### src/rtl/fsm_word_scanner_pkg.sv
// rtl/fsm_word_scanner_pkg.sv - machine and control state types for fsm_word_scanner
package fsm_word_scanner_pkg;

    typedef enum logic [1:0] {
        M_A = 2'd0,
        M_B = 2'd1,
        M_C = 2'd2,
        M_D = 2'd3
    } mstate_t;

    typedef enum logic [1:0] {
        C_IDLE = 2'd0,
        C_SCAN = 2'd1,
        C_DONE = 2'd2
    } cstate_t;

endpackage

### src/rtl/fsm_word_scanner_shreg.sv
// rtl/fsm_word_scanner_shreg.sv - load/shift-right register exposing bit 0
module fsm_word_scanner_shreg #(
    parameter int NBITS = 8
) (
    input  logic             clk,
    input  logic             reset,
    input  logic             load,
    input  logic             shift,
    input  logic [NBITS-1:0] din,
    output logic             bit0
);

    logic [NBITS-1:0] data;

    always_ff @(posedge clk or posedge reset) begin
        if (reset) begin
            data <= '0;
        end else if (load) begin
            data <= din;
        end else if (shift) begin
            data <= data >> 1;
        end
    end

    assign bit0 = data[0];

endmodule

### src/rtl/fsm_word_scanner.sv
// rtl/fsm_word_scanner.sv - serializes a word LSB-first through a 4-state Mealy machine, counts 1-outputs
// Optional: FSM_WORD_SCANNER_STATE_CARRY_EN keeps the machine state across words.
module fsm_word_scanner
    import fsm_word_scanner_pkg::*;
#(
    parameter int NBITS = 8,
    localparam int CW = $clog2(NBITS + 1)
) (
    input  logic             clk,
    input  logic             reset,
    input  logic             istream_val,
    output logic             istream_rdy,
    input  logic [NBITS-1:0] istream_msg,
    output logic             ostream_val,
    input  logic             ostream_rdy,
    output logic [CW-1:0]    ostream_count,
    output logic [1:0]       ostream_state
);

    localparam logic [CW-1:0] LAST_IDX = CW'(NBITS - 1);

    cstate_t       cstate, cstate_next;
    mstate_t       mstate, m_next;
    logic          m_out;
    logic [CW-1:0] count;
    logic [CW-1:0] idx;
    logic          load, shift, bit0;

    fsm_word_scanner_shreg #(.NBITS(NBITS)) u_shreg (
        .clk   (clk),
        .reset (reset),
        .load  (load),
        .shift (shift),
        .din   (istream_msg),
        .bit0  (bit0)
    );

    always_ff @(posedge clk or posedge reset) begin
        if (reset) begin
            cstate <= C_IDLE;
        end else begin
            cstate <= cstate_next;
        end
    end

    always_comb begin
        cstate_next = cstate;
        istream_rdy = 1'b0;
        ostream_val = 1'b0;
        load        = 1'b0;
        shift       = 1'b0;
        case (cstate)
            C_IDLE: begin
                istream_rdy = 1'b1;
                if (istream_val) begin
                    load        = 1'b1;
                    cstate_next = C_SCAN;
                end
            end
            C_SCAN: begin
                shift = 1'b1;
                if (idx == LAST_IDX) begin
                    cstate_next = C_DONE;
                end
            end
            C_DONE: begin
                ostream_val = 1'b1;
                if (ostream_rdy) begin
                    cstate_next = C_IDLE;
                end
            end
            default: cstate_next = C_IDLE;
        endcase
    end

    // Mealy transition/output for the bit currently at the head of the shift register
    always_comb begin
        m_next = mstate;
        m_out  = 1'b0;
        case (mstate)
            M_A: begin m_next = bit0 ? M_B : M_A; m_out = bit0;  end
            M_B: begin m_next = bit0 ? M_B : M_C; m_out = ~bit0; end
            M_C: begin m_next = bit0 ? M_D : M_A; m_out = bit0;  end
            M_D: begin m_next = bit0 ? M_B : M_C; m_out = 1'b0;  end
            default: begin m_next = M_A; m_out = 1'b0; end
        endcase
    end

    always_ff @(posedge clk or posedge reset) begin
        if (reset) begin
            mstate <= M_A;
            count  <= '0;
            idx    <= '0;
        end else if (load) begin
            count <= '0;
            idx   <= '0;
`ifdef FSM_WORD_SCANNER_STATE_CARRY_EN
            mstate <= mstate;
`else
            mstate <= M_A;
`endif
        end else if (shift) begin
            mstate <= m_next;
            count  <= count + CW'(m_out);
            idx    <= idx + CW'(1);
        end
    end

    assign ostream_count = count;
    assign ostream_state = mstate;

endmodule

### config.mk
export PLATFORM = sky130hd
export DESIGN_NAME = fsm_word_scanner
export DESIGN_NICKNAME = d
export VERILOG_FILES = /design/src/rtl/fsm_word_scanner_pkg.sv /design/src/rtl/fsm_word_scanner_shreg.sv /design/src/rtl/fsm_word_scanner.sv
export SDC_FILE = /design/constraint.sdc
export NUM_CORES = 1
export LEC_CHECK = 0
export ABC_AREA = 1
export CAP_MARGIN = 0
export CORE_MARGIN = 2
export CORE_UTILIZATION = 49
export CTS_CLUSTER_DIAMETER = 40
export CTS_CLUSTER_SIZE = 40
export DETAILED_ROUTE_END_ITERATION = 12
export GPL_ROUTABILITY_DRIVEN = 0
export HOLD_SLACK_MARGIN = 0.02
export PLACE_DENSITY_LB_ADDON = 0.2
export SLEW_MARGIN = 20
export SYNTH_ARGS = -nofsm -noshare
export SYNTH_HDL_FRONTEND = slang
export SYNTH_SLANG_ARGS = --single-unit
### constraint.sdc
create_clock -name clk -period 1.39 [get_ports clk]
set_input_delay 0.2085 -clock clk [delete_from_list [all_inputs] [get_ports clk]]
set_output_delay 0.2085 -clock clk [all_outputs]
set_load 0.05 [all_outputs]
# Word level (Yosys, flattened, before mapping)
# Index checks and enable logic that the tools add are counted.
# classes
eq_ne,9
n_shift,0
n_mul,0
mux,22
bitwise,1
n_lt_le_gt_ge,0
n_addsub,2
reduce_logical,6
div,0
# op_table
cell,n
4-bit two-way mux,4
8-bit two-way mux,2
2-bit two-way mux,7
2-bit one-hot mux with 3 select lines,2
"2-bit == test, second input constant",3
1-bit two-way mux,6
"2-bit != test, second input constant",3
4-bit by 1-bit adder with 4-bit output,1
"4-bit by 1-bit adder with 4-bit output, second input constant",1
"2-bit by 1-bit == test with 1-bit output, second input constant",2
"4-bit by 3-bit == test with 1-bit output, second input constant",1
2-bit logical NOT,2
2-bit OR reduction,2
1-bit one-hot mux with 3 select lines,1
3-bit AND reduction,1
2-bit nonzero test,1
1-bit NOT,1
# totals
latchBits,0
romBits,0
reg_bits,20
in_bits,12
ramBits,0
out_inout_bits,8
mem_count,0
word_cells,45

# Logic depth before layout (Yosys ltp)
# Gate-level depths: netlist of the first run.
# logic_depth
ltp_word,6
ltp_mapped,10
ltp_nobuf,10

# Modules after synthesis
# From an unflattened synthesis of the first run, not the netlist that was laid out.
# unflattened
cells_unflattened,124
hier_area_um2,1037.2
# by_module_without_submodules
mod,area_per_inst_um2,seq_area_each_um2,instances,cells_per_inst
fsm_word_scanner,656.9,300.3,1,80
fsm_word_scanner_shreg,380.4,200.2,1,44

# Worst setup path before layout of the first run
# Ideal clock, no wire load.
# synth_path
path_kind,reg-to-reg
startpoint,"register mstate[0], in the netlist ostream_state[0]"
endpoint,"register count[1], in the netlist ostream_count[1]"
period_less_slack_ns,1.617
setup_time_ns,0.120
arrival_time_ns,1.497
slack_ns,-0.227
t_required_ns,1.270
n_path_buf,0
stages_incl_launch_ff,8
path_cell_list,dfrtp_1 -> inv_1 -> a21oi_1 -> a21oi_1 -> ha_1 -> ha_1 -> nand2_1 -> nand2_1
# synth_between
elab_chain_len,6
elab_cells_between_ends,9
cone_classes,1 x add/sub; 3 x eq/ne; 3 x mux; 2 x reduce/logical
# synth_rtl
element,line,text
from (decl),fsm_word_scanner.sv:23,"mstate_t mstate, m_next;"
from (signal assigned),fsm_word_scanner.sv:103,mstate <= m_next;
2-bit == test / 2-bit logical NOT (equally long branches),fsm_word_scanner.sv:80,case (mstate)
2-bit OR reduction (no line),n/a,
1-bit one-hot mux with 3 select lines *,fsm_word_scanner.sv:80,
4-bit by 1-bit adder with 4-bit output *,fsm_word_scanner.sv:104,count <= count + CW'(m_out);
4-bit two-way mux *,fsm_word_scanner.sv:102,end else if (shift) begin
4-bit two-way mux *,fsm_word_scanner.sv:94,end else if (load) begin
to (signal assigned),fsm_word_scanner.sv:104,
to (decl),fsm_word_scanner.sv:25,logic [CW-1:0] count;
# Mark *: on every way between the ends. The rest lies on a longest branch, timed or not. The select of a mux whose other input is x is not followed.
# A chain may end at the register's enable or synchronous reset.

# Final worst setup path of the first run
# layout_path
startpoint,register u_shreg.data[0]
endpoint,"register count[2], in the netlist ostream_count[2]"
# layout_between
elab_chain_len,5
# layout_rtl
element,line,text
from (decl),fsm_word_scanner_shreg.sv:13,logic [NBITS-1:0] data;
from (signal assigned),fsm_word_scanner_shreg.sv:19,data <= din;
from (signal assigned),fsm_word_scanner_shreg.sv:21,data <= data >> 1;
1-bit NOT,fsm_word_scanner.sv:82,M_B: begin m_next = bit0 ? M_B : M_C; m_out = ~bit0; end
1-bit one-hot mux with 3 select lines *,fsm_word_scanner.sv:80,
4-bit by 1-bit adder with 4-bit output *,fsm_word_scanner.sv:104,
4-bit two-way mux *,fsm_word_scanner.sv:102,
4-bit two-way mux *,fsm_word_scanner.sv:94,
# Marks and branches as above.

==> results by group, run 1 <==
Timing
  – Peak Freq: about 750 MHz
  – Final setup viols: 0
  – Final period util: 0.9582
  – Unrepaired setup endpoints after global routing: yes
  – Worst Skew: 0.001856 ns
  – Fin. max-slew vios: 0
  – Final count of hold timing violations: 0
  – Setup TNS: 0 ns
  – Slew Limit Headroom: 0.8027
  – Worst-Margin Slew: 0.2953 ns
  – Tmin final: 1.332 ns

Clock network
  – Root Driver: clkbuf_4
  – Inserted Clock Buffers: 3
  – CTS tree: done
  – Worst-path clk slew: 0.11 ns
  – Clock sinks: 20
  – CTS H-Tree Depth: 1
  – Skew-Pair Late Insertion Delay: 0.29 ns
  – CTS Buffer Depth: 2

Critical path
  – Worst Path Required: 1.58 ns
  – Crit. End Element: flip-flop
  – CP Cell Sequence: inv_2 > a21oi_2 > a21oi_2 > ha_2 > ha_4 > nand2_2 > nand3_2 > o21ai_1
  – Critical path peak fanout: 4
  – Crit path buffers/inverters: 1
  – CP Class: reg2reg
  – Crit path arrival time: approximately 1.5 ns
  – CP peak stage delay: 0.41 ns
  – Slowest CP cell: dfrtp_1
  – CP most frequent cell: a21oi_2
  – Startpoint Class: flip-flop
  – Worst path top cell family by delay: flip-flops

Route
  – DRT antenna net count: 0
  – Drt wl/cell: 11.53 um
  – Drt first pass iters: 4
  – Post-DR vias/cell: around 4.9
  – Initial drt markers: 11
  – Vias: 862
  – Final WL: 2041 um
  – Drc violations: 0

Finish
  – Nets@finish: 166
  – Fill count: between 100 and 150
  – Most frequent cells in the layout: 49 x nand2_1, 16 x dfrtp_1, 11 x clkdlybuf4s50_1
  – Most common cell after layout, fill and taps aside: nand2_1
  – ANT cells: 0
  – Area growth from synthesis to layout: 45.54%
  – Fraction of layout instances using a drive strength above 1: 0.2667

Place
  – DPL Wire Length: 1481 um
  – Port Buffer Count: 19

Yosys
  – Yosys warns: 0
  – Post-synth top area cell: dfrtp_1
  – Mapped Cells: 121
  – Mapped Area: 967.2 um2
  – Syn Area/Cell: around 8.0 um2
  – FF+latch count, synth: 20
  – Area share of the leading cell type in the synthesized netlist: 0.5175
  – Register area share after synthesis: 0.5175
  – Top post-synthesis cells by area: dfrtp_1 52%, nand2_1 19%, nand3_1 5.7%
  – Synth cell types: 18
  – Syn nets: 136

Floorplan
  – Total Die Area: 2345 um2
  – Core box area: 1902 um2
  – Die Wd: 48.43 um
  – Boundary pin count: 20
  – Height of the die: slightly below 50 um
  – Initial core utilization: 0.5086
  – Number of cell rows: 16

Power and ir drop
  – Clock Power Share: 0.148
  – Leakage: 0.7020 nW
  – Sw frac: 0.4174
  – Sequential power share: 0.333
  – Internal power: 1.842 mW
  – Worst VDD drop: 1.396 mV
  – Switch Pwr: 1.319 mW
  – Final Power: 3.161 mW
  – Power per cell area: 2246 nW/um2
  – Logic pwr share: 0.519

Outcome
  – Run status: completed

Global route
  – Total grt overflow: 0
  – Initial antenna violation count: 0
  – Pin count of the biggest net entering global routing: 21
  – Vias in the first global route: 815
  – Gr usage total: 0.1896
  – First-pass GRT wire length: 3470 um

Flow run
  – # Max-Cap Violations: 0

Hold path
  – Hold WC Path Type: in2async
-- metal layers --
layer	share of wire	routed length (um)	GRT usage
met2	0.52	1069	0.3380
met1	0.43	882	0.2309
met4	0.0073	15	0.07143
met5	0	0	0
met3	0.036	73	0.03086
-- flip-flops by register name, indices dropped and copies added (netlist names) --
register	count
idx	4
ostream_state	2
cstate	2
ostream_count	4
u_shreg.data	8
-- path summary, 6_finish.rpt --
| kind | start | end | slack, ns | cells after the start |
|---|---|---|---|---|
| max | u_shreg.data[0] | ostream_count[2] | 0.06 | 8 |
| min | reset | u_shreg.data[1] | 0.23 | 3 |
| max reg2reg | u_shreg.data[0] | ostream_count[2] | 0.06 | 8 |
| min reg2reg | u_shreg.data[7] | u_shreg.data[7] | 0.50 | 2 |
| max in group asynchronous | reset | cstate[1] | 0.93 | 3 |
| min in group clk | istream_msg[7] | u_shreg.data[7] | 0.44 | 3 |
-- timing repair --
item,in CTS,in global routing
buffers inserted,0,3
cloned,0,0
setup endpoints to repair,1,5
pin swaps,0,2
hold buffers,0,0
resized for setup,2,8
-- tightest hold or removal path, stage by stage --
cell             delay (ns)
clkdlybuf4s50_1        0.39
inv_1                  0.06
buf_4                  0.26
-- through the flow --
step / hold slack (ns) / std cells / setup slack (ns) / utilization / cell area (um2)
after floorplan: 0.1722 / 121 / -0.01696 / - / 980.9
after global placement: 0.4726 / 170 / 0.06618 / 0.6855 / 1304
after detailed placement: 0.4697 / 170 / 0.02572 / 0.6855 / 1304
after CTS: 0.2415 / 174 / 0.01027 / 0.7151 / 1360
after global routing: 0.2612 / 177 / -0.04388 / 0.7401 / 1408
final: 0.2337 / 177 / 0.05815 / 0.7401 / 1408
-- synth_stat cells --
cell type  count
nor2_1         5
nor2_4         1
inv_1         13
ha_1           3
buf_4          1
inv_2          1
nand3_1       11
dfrtp_1       20
nand4_1        2
nand2_2        1
o21ai_1        1
a21oi_1        4
o21ai_0        4
o22ai_1        1
nand2_1       50
nor2_2         1
o21ai_2        1
buf_6          1
-- power by group through the flow --
stage	registers [mW]	logic, mW	clock network, mW
floorplan	1.21	0.751	0
global placement	1.04	1.50	0
detailed placement	1.06	1.54	0
CTS	1.05	1.55	0.478
global route	1.09	1.82	0.497
finish	1.05	1.64	0.469
-- final cells by class --
type                       count  area, um2  area share
tap                           27      33.78     0.02400
inverter                      14      52.55     0.03733
clock inverter                 1      30.03     0.02133
timing repair buffer          27      330.3      0.2347
multi-input combinational     85      432.9      0.3076
sequential                    20      505.5      0.3591
clock buffer                   3      22.52     0.01600
-- cell families (layout without fill, tap and decap cells) --
logic type / Yosys count / count (layout) / synth area share
simple gates: 71 / 71 / 0.3079
flops: 20 / 20 / 0.5175
buf+inv: 16 / 45 / 0.07374
compound gates: 11 / 11 / 0.06210
fa+ha+maj: 3 / 3 / 0.03881
Note: power is estimated with default switching activity, not from simulation.
==> run 2, diff against run 1 <==
--- a/config.mk
+++ b/config.mk
@@ -7,7 +7,6 @@
 export LEC_CHECK = 0
 export ABC_AREA = 1
 export CAP_MARGIN = 0
-export CORE_MARGIN = 2
 export CORE_UTILIZATION = 49
 export CTS_CLUSTER_DIAMETER = 40
 export CTS_CLUSTER_SIZE = 40
==> results by group, run 2 (synthesized netlist as in run 1, its figures left out) <==
Finish
  – Fraction of layout instances using a drive strength above 1: 0.2467
  – Nets@finish: 166
  – Fill count: roughly 140
  – Most frequent cells in the layout: 50 x nand2_1, 17 x dfrtp_1, 11 x nand3_1, 11 x clkdlybuf4s50_1
  – ANT cells: 0
  – Area of the multi-input gates: 417.9 um2
  – Largest Register: u_shreg.data
  – Area growth from synthesis to layout: 42.17%
  – FF+latch area: just over 500 um2
  – Number of flip-flops in the largest register: 8
  – Layout Cells excl Fill: ~180
  – Most common cell after layout, fill and taps aside: nand2_1
  – Final core utilization: 0.7712

Clock network
  – Worst-path clk slew: between 0.1 and 0.15 ns
  – CTS tree: done
  – Root Driver: clkbuf_4
  – CTS H-Tree Depth: 1
  – Clock sinks: 20
  – Inserted Clock Buffers: 3
  – CTS Buffer Depth: 2
  – Skew-Pair Late Insertion Delay: 0.30 ns
  – Post-CTS Hold Fix Bufs: 0

Route
  – DRT antenna net count: 0
  – Drt wl/cell: 12.39 um
  – Post-DR vias/cell: roughly 5.2
  – Drc violations: 0
  – Vias: 910
  – Initial drt markers: 32
  – Drt first pass iters: 4
  – Final WL: 2168 um

Global route
  – Pin count of the biggest net entering global routing: 21
  – Gr usage total: 0.2395
  – Vias in the first global route: 875
  – First-pass GRT wire length: 3560 um
  – Total grt overflow: 0
  – Initial antenna violation count: 0

Floorplan
  – Total Die Area: between 2000 and 2500 um2
  – Number of cell rows: 15
  – Die Wd: 46.43 um
  – Height of the die: 46.43 um
  – Boundary pin count: 20
  – Initial core utilization: 0.5425
  – Core box area: 1783 um2

Timing
  – Final period util: 0.9975
  – Slew Limit Headroom: 0.7909
  – Final count of hold timing violations: 0
  – Worst Skew: 0.003374 ns
  – Fin. max-slew vios: 0
  – Peak Freq: 721.2 MHz
  – PnR worst setup slack: 0.003426 ns
  – Tmin final: 1.387 ns
  – Unrepaired setup endpoints after global routing: yes
  – Final setup viols: 0
  – Worst-Margin Slew: 0.3136 ns

Critical path
  – Reg2reg setup slack: 0.003 ns
  – Reg2reg end: ostream_count[2]
  – Worst reg2reg startpoint: u_shreg.data[0]
  – Crit. End Element: flip-flop
  – Crit path arrival time: 1.58 ns
  – CP Class: reg2reg
  – Path depth of the worst reg2reg path: 8
  – Startpoint Class: flip-flop
  – Critical path peak fanout: 4
  – Worst Path Required: 1.58 ns

Power and ir drop
  – Power per cell area: 2219 nW/um2
  – Final Power: 3.051 mW
  – Worst VDD drop: 1.294 mV
  – Leakage: 0.6962 nW

Place
  – Post-place setup slack: -0.02975 ns
  – Cells after DPL: 168
  – Port Buffer Count: 19
  – DPL Wire Length: 1553 um

Flow run
  – # Max-Cap Violations: 0

Outcome
  – Run status: completed

Hold path
  – Hold WC Path Type: in2async
## run 2: changes by cell type in the layout (fill, tap and decap cells not counted)
cell / previous run / this run
nand2_1: 49 / 50
nand3_2: 1 / 0
dfrtp_2: 4 / 3
nor2_4: 2 / 3
clkbuf_8: 0 / 1
inv_1: 9 / 8
ha_4: 1 / 0
ha_1: 1 / 2
dfrtp_1: 16 / 17
nand2_2: 2 / 1
inv_4: 0 / 1
bufinv_16: 1 / 0
nand3_1: 10 / 11
nor2_2: 1 / 0
## run 2: worst max-delay path by stage
stage                                from          endpoint  cells past startpoint
after CTS                       cstate[1]       ostream_val                      3
after global placement    u_shreg.data[0]  ostream_count[2]                      8
after detailed placement  u_shreg.data[0]  ostream_count[2]                      8
after global routing      u_shreg.data[0]  ostream_count[2]                      8
after floorplan                 cstate[1]       ostream_val                      2
final                     u_shreg.data[0]  ostream_count[2]                      8
## run 2: cell type report
cell class | count | area share
Timing Repair Buffer | 27 | 0.2402
Tap cell | 25 | 0.02275
Sequential cell | 20 | 0.3667
Clock buffer | 4 | 0.02639
Multi-Input combinational cell | 85 | 0.3039
Inverter | 14 | 0.04004
## run 2: critical path, cell delays in order, from the launching register on
cell and delay [ns]:
dfrtp_1 0.41, inv_2 0.10, a21oi_2 0.07, a21oi_2 0.13, ha_2 0.20, ha_1 0.13, nand2_1 0.07, nand3_1 0.09
o21ai_1 0.07
## run 2: layer usage
metal  up-vias  global-route usage  share of wire
li1        439                   -              -
met1       418              0.2759           0.39
met2        45              0.4111           0.51
met3         8             0.04314          0.068
met4         0              0.1353          0.025
met5         -                   0              0
## run 2: what timing repair did
item	CTS	global route
resized for setup	4	4
endpoints found under the setup margin	4	3
buffers inserted	2	1
## run 2: power by group
group | internal [mW] | total [mW] | switching (mW)
logic | 0.726 | 1.65 | 0.922
clock network | 0.160 | 0.344 | 0.185
registers | 0.819 | 1.06 | 0.240
## run 2: stage by stage
stage | cell area (um2) | TNS [ns] | hold slack (ns)
after floorplan | 980.9 | -0.03218 | 0.1722
after global placement | 1301 | 0 | 0.4641
after detailed placement | 1301 | -0.02975 | 0.4742
after CTS | 1360 | -0.005039 | 0.2345
after global routing | 1375 | -0.02578 | 0.2804
final | 1375 | 0 | 0.2193
==> run 3, diff against run 2 <==
--- a/config.mk
+++ b/config.mk
@@ -18,3 +18,4 @@
 export SYNTH_ARGS = -nofsm -noshare
 export SYNTH_HDL_FRONTEND = slang
 export SYNTH_SLANG_ARGS = --single-unit
+export TNS_END_PERCENT = 50
==> results by group, run 3 (synthesized netlist as in run 1, its figures left out) <==
Floorplan
  – Die Wd: between 40 and 50 um
  – Total Die Area: roughly 2200 um2
  – Boundary pin count: 20
  – Core box area: between 1500 and 2000 um2
  – Initial core utilization: 0.5425
  – Height of the die: about 46 um
  – Number of cell rows: 15

Finish
  – Number of flip-flops in the largest register: 8
  – Nets@finish: between 150 and 200
  – Final core utilization: 0.7712
  – Most frequent cells in the layout: 50 x nand2_1, 17 x dfrtp_1, 11 x nand3_1, 11 x clkdlybuf4s50_1
  – ANT cells: 0
  – Most common cell after layout, fill and taps aside: nand2_1
  – Fill count: 139
  – Fraction of layout instances using a drive strength above 1: 0.2467
  – Largest Register: u_shreg.data
  – Area growth from synthesis to layout: 42.17%

Clock network
  – Root Driver: clkbuf_4
  – CTS H-Tree Depth: 1
  – Inserted Clock Buffers: 3
  – Clock sinks: 20
  – Skew-Pair Late Insertion Delay: 0.30 ns
  – CTS tree: done
  – CTS Buffer Depth: 2
  – Worst-path clk slew: around 0.12 ns

Critical path
  – CP Class: reg2reg
  – Worst Path Required: 1.58 ns
  – Startpoint Class: flip-flop
  – Crit path arrival time: approximately 1.6 ns
  – Path depth of the worst reg2reg path: 8
  – Reg2reg setup slack: 0.003 ns
  – Critical path peak fanout: 4
  – Reg2reg end: ostream_count[2]
  – Crit. End Element: flip-flop
  – Worst reg2reg startpoint: u_shreg.data[0]

Timing
  – Peak Freq: just over 700 MHz
  – Final setup viols: 0
  – Unrepaired setup endpoints after global routing: yes
  – Hold_ws: 0.2193 ns
  – Worst-Margin Slew: 0.3136 ns
  – Tmin final: 1.387 ns
  – Worst Skew: 0.003374 ns
  – Slew Limit Headroom: 0.7909
  – Fin. max-slew vios: 0
  – Final count of hold timing violations: 0
  – Final period util: 0.9975

Global route
  – Vias in the first global route: 875
  – Initial antenna violation count: 0
  – First-pass GRT wire length: 3560 um
  – Met1 Use GR: 0.2759
  – Gr usage total: 0.2395
  – Pin count of the biggest net entering global routing: 21
  – Met3 Track Usage GR: 0.04314
  – Met2 global-route usage: 0.4111
  – Gr busiest metal: met2
  – Total grt overflow: 0

Route
  – DRT antenna net count: 0
  – Final WL: about 2200 um
  – Drc violations: 0
  – Post-DR vias/cell: 5.200
  – Initial drt markers: 32
  – Drt first pass iters: 4
  – Vias: 910
  – Drt wl/cell: 12.39 um

Place
  – DPL Wire Length: 1553 um
  – Port Buffer Count: 19

Power and ir drop
  – Worst VDD drop: 1.294 mV
  – Leakage: ~0.70 nW
  – Power per cell area: between 2000 and 2500 nW/um2

Flow run
  – # Max-Cap Violations: 0

Outcome
  – Run status: completed

Hold path
  – Hold WC Path Type: in2async
==> run 3: cell counts in the layout (fill, tap and decap cells not counted) <==
Identical to the previous run, type by type.
==> run 3: how the worst max path moves through the flow <==
| stage | start | endpoint | slack (ns) | cells after the start |
|---|---|---|---|---|
| finish | u_shreg.data[0] | ostream_count[2] | 0.003 | 8 |
| global route | u_shreg.data[0] | ostream_count[2] | -0.02 | 8 |
| CTS | cstate[1] | ostream_val | -0.005 | 3 |
| detailed placement | u_shreg.data[0] | ostream_count[2] | -0.03 | 8 |
| global placement | u_shreg.data[0] | ostream_count[2] | 0.07 | 8 |
| floorplan | cstate[1] | ostream_val | -0.02 | 2 |
==> run 3: worst max-delay path, stage by stage (launching register included) <==
cell     delay (ns)
dfrtp_1        0.41
inv_2          0.10
a21oi_2        0.07
a21oi_2        0.13
ha_2           0.20
ha_1           0.13
nand2_1        0.07
nand3_1        0.09
o21ai_1        0.07
==> run 3: stage by stage <==
stage / cell area, um2 / setup slack (ns) / TNS [ns] / power (mW) / cells
floorplan: 980.9 / -0.01696 / -0.03218 / 1.965 / 121
global placement: 1301 / 0.07231 / 0 / 2.531 / 168
detailed placement: 1301 / -0.02975 / -0.02975 / 2.612 / 168
CTS: 1360 / -0.005039 / -0.005039 / 3.014 / 174
global route: 1375 / -0.02408 / -0.02578 / 3.243 / 175
finish: 1375 / 0.003426 / 0 / 3.051 / 175
==> run 3: area by class of cell <==
cell class	instances	area [um2]	share of cell area
clock buffers	4	36.28	0.02639
inverters	14	55.05	0.04004
multi-input cells	85	417.9	0.3039
flip-flops and latches	20	504.2	0.3667
well taps	25	31.28	0.02275
repair buffers	27	330.3	0.2402
==> run 3: power by group <==
part / switching (mW) / internal [mW] / leakage, nW
Sequential: 0.240 / 0.819 / 0.252
Combinational: 0.922 / 0.726 / 0.423
Clock: 0.185 / 0.160 / 0.0210
Total: 1.35 / 1.70 / 0.696
==> run 3: metal layers <==
layer,up-vias,routed length (um)
li1,439,-
met1,418,855
met2,45,1109
met3,8,148
met4,0,55
met5,-,0
==> run 3: timing repair <==
action | CTS | global route
hold buffers | 0 | 0
buffers inserted | 2 | 1
hold endpoints to repair | 0 | 0
endpoints found under the setup margin | 4 | 3
resized for setup | 4 | 4
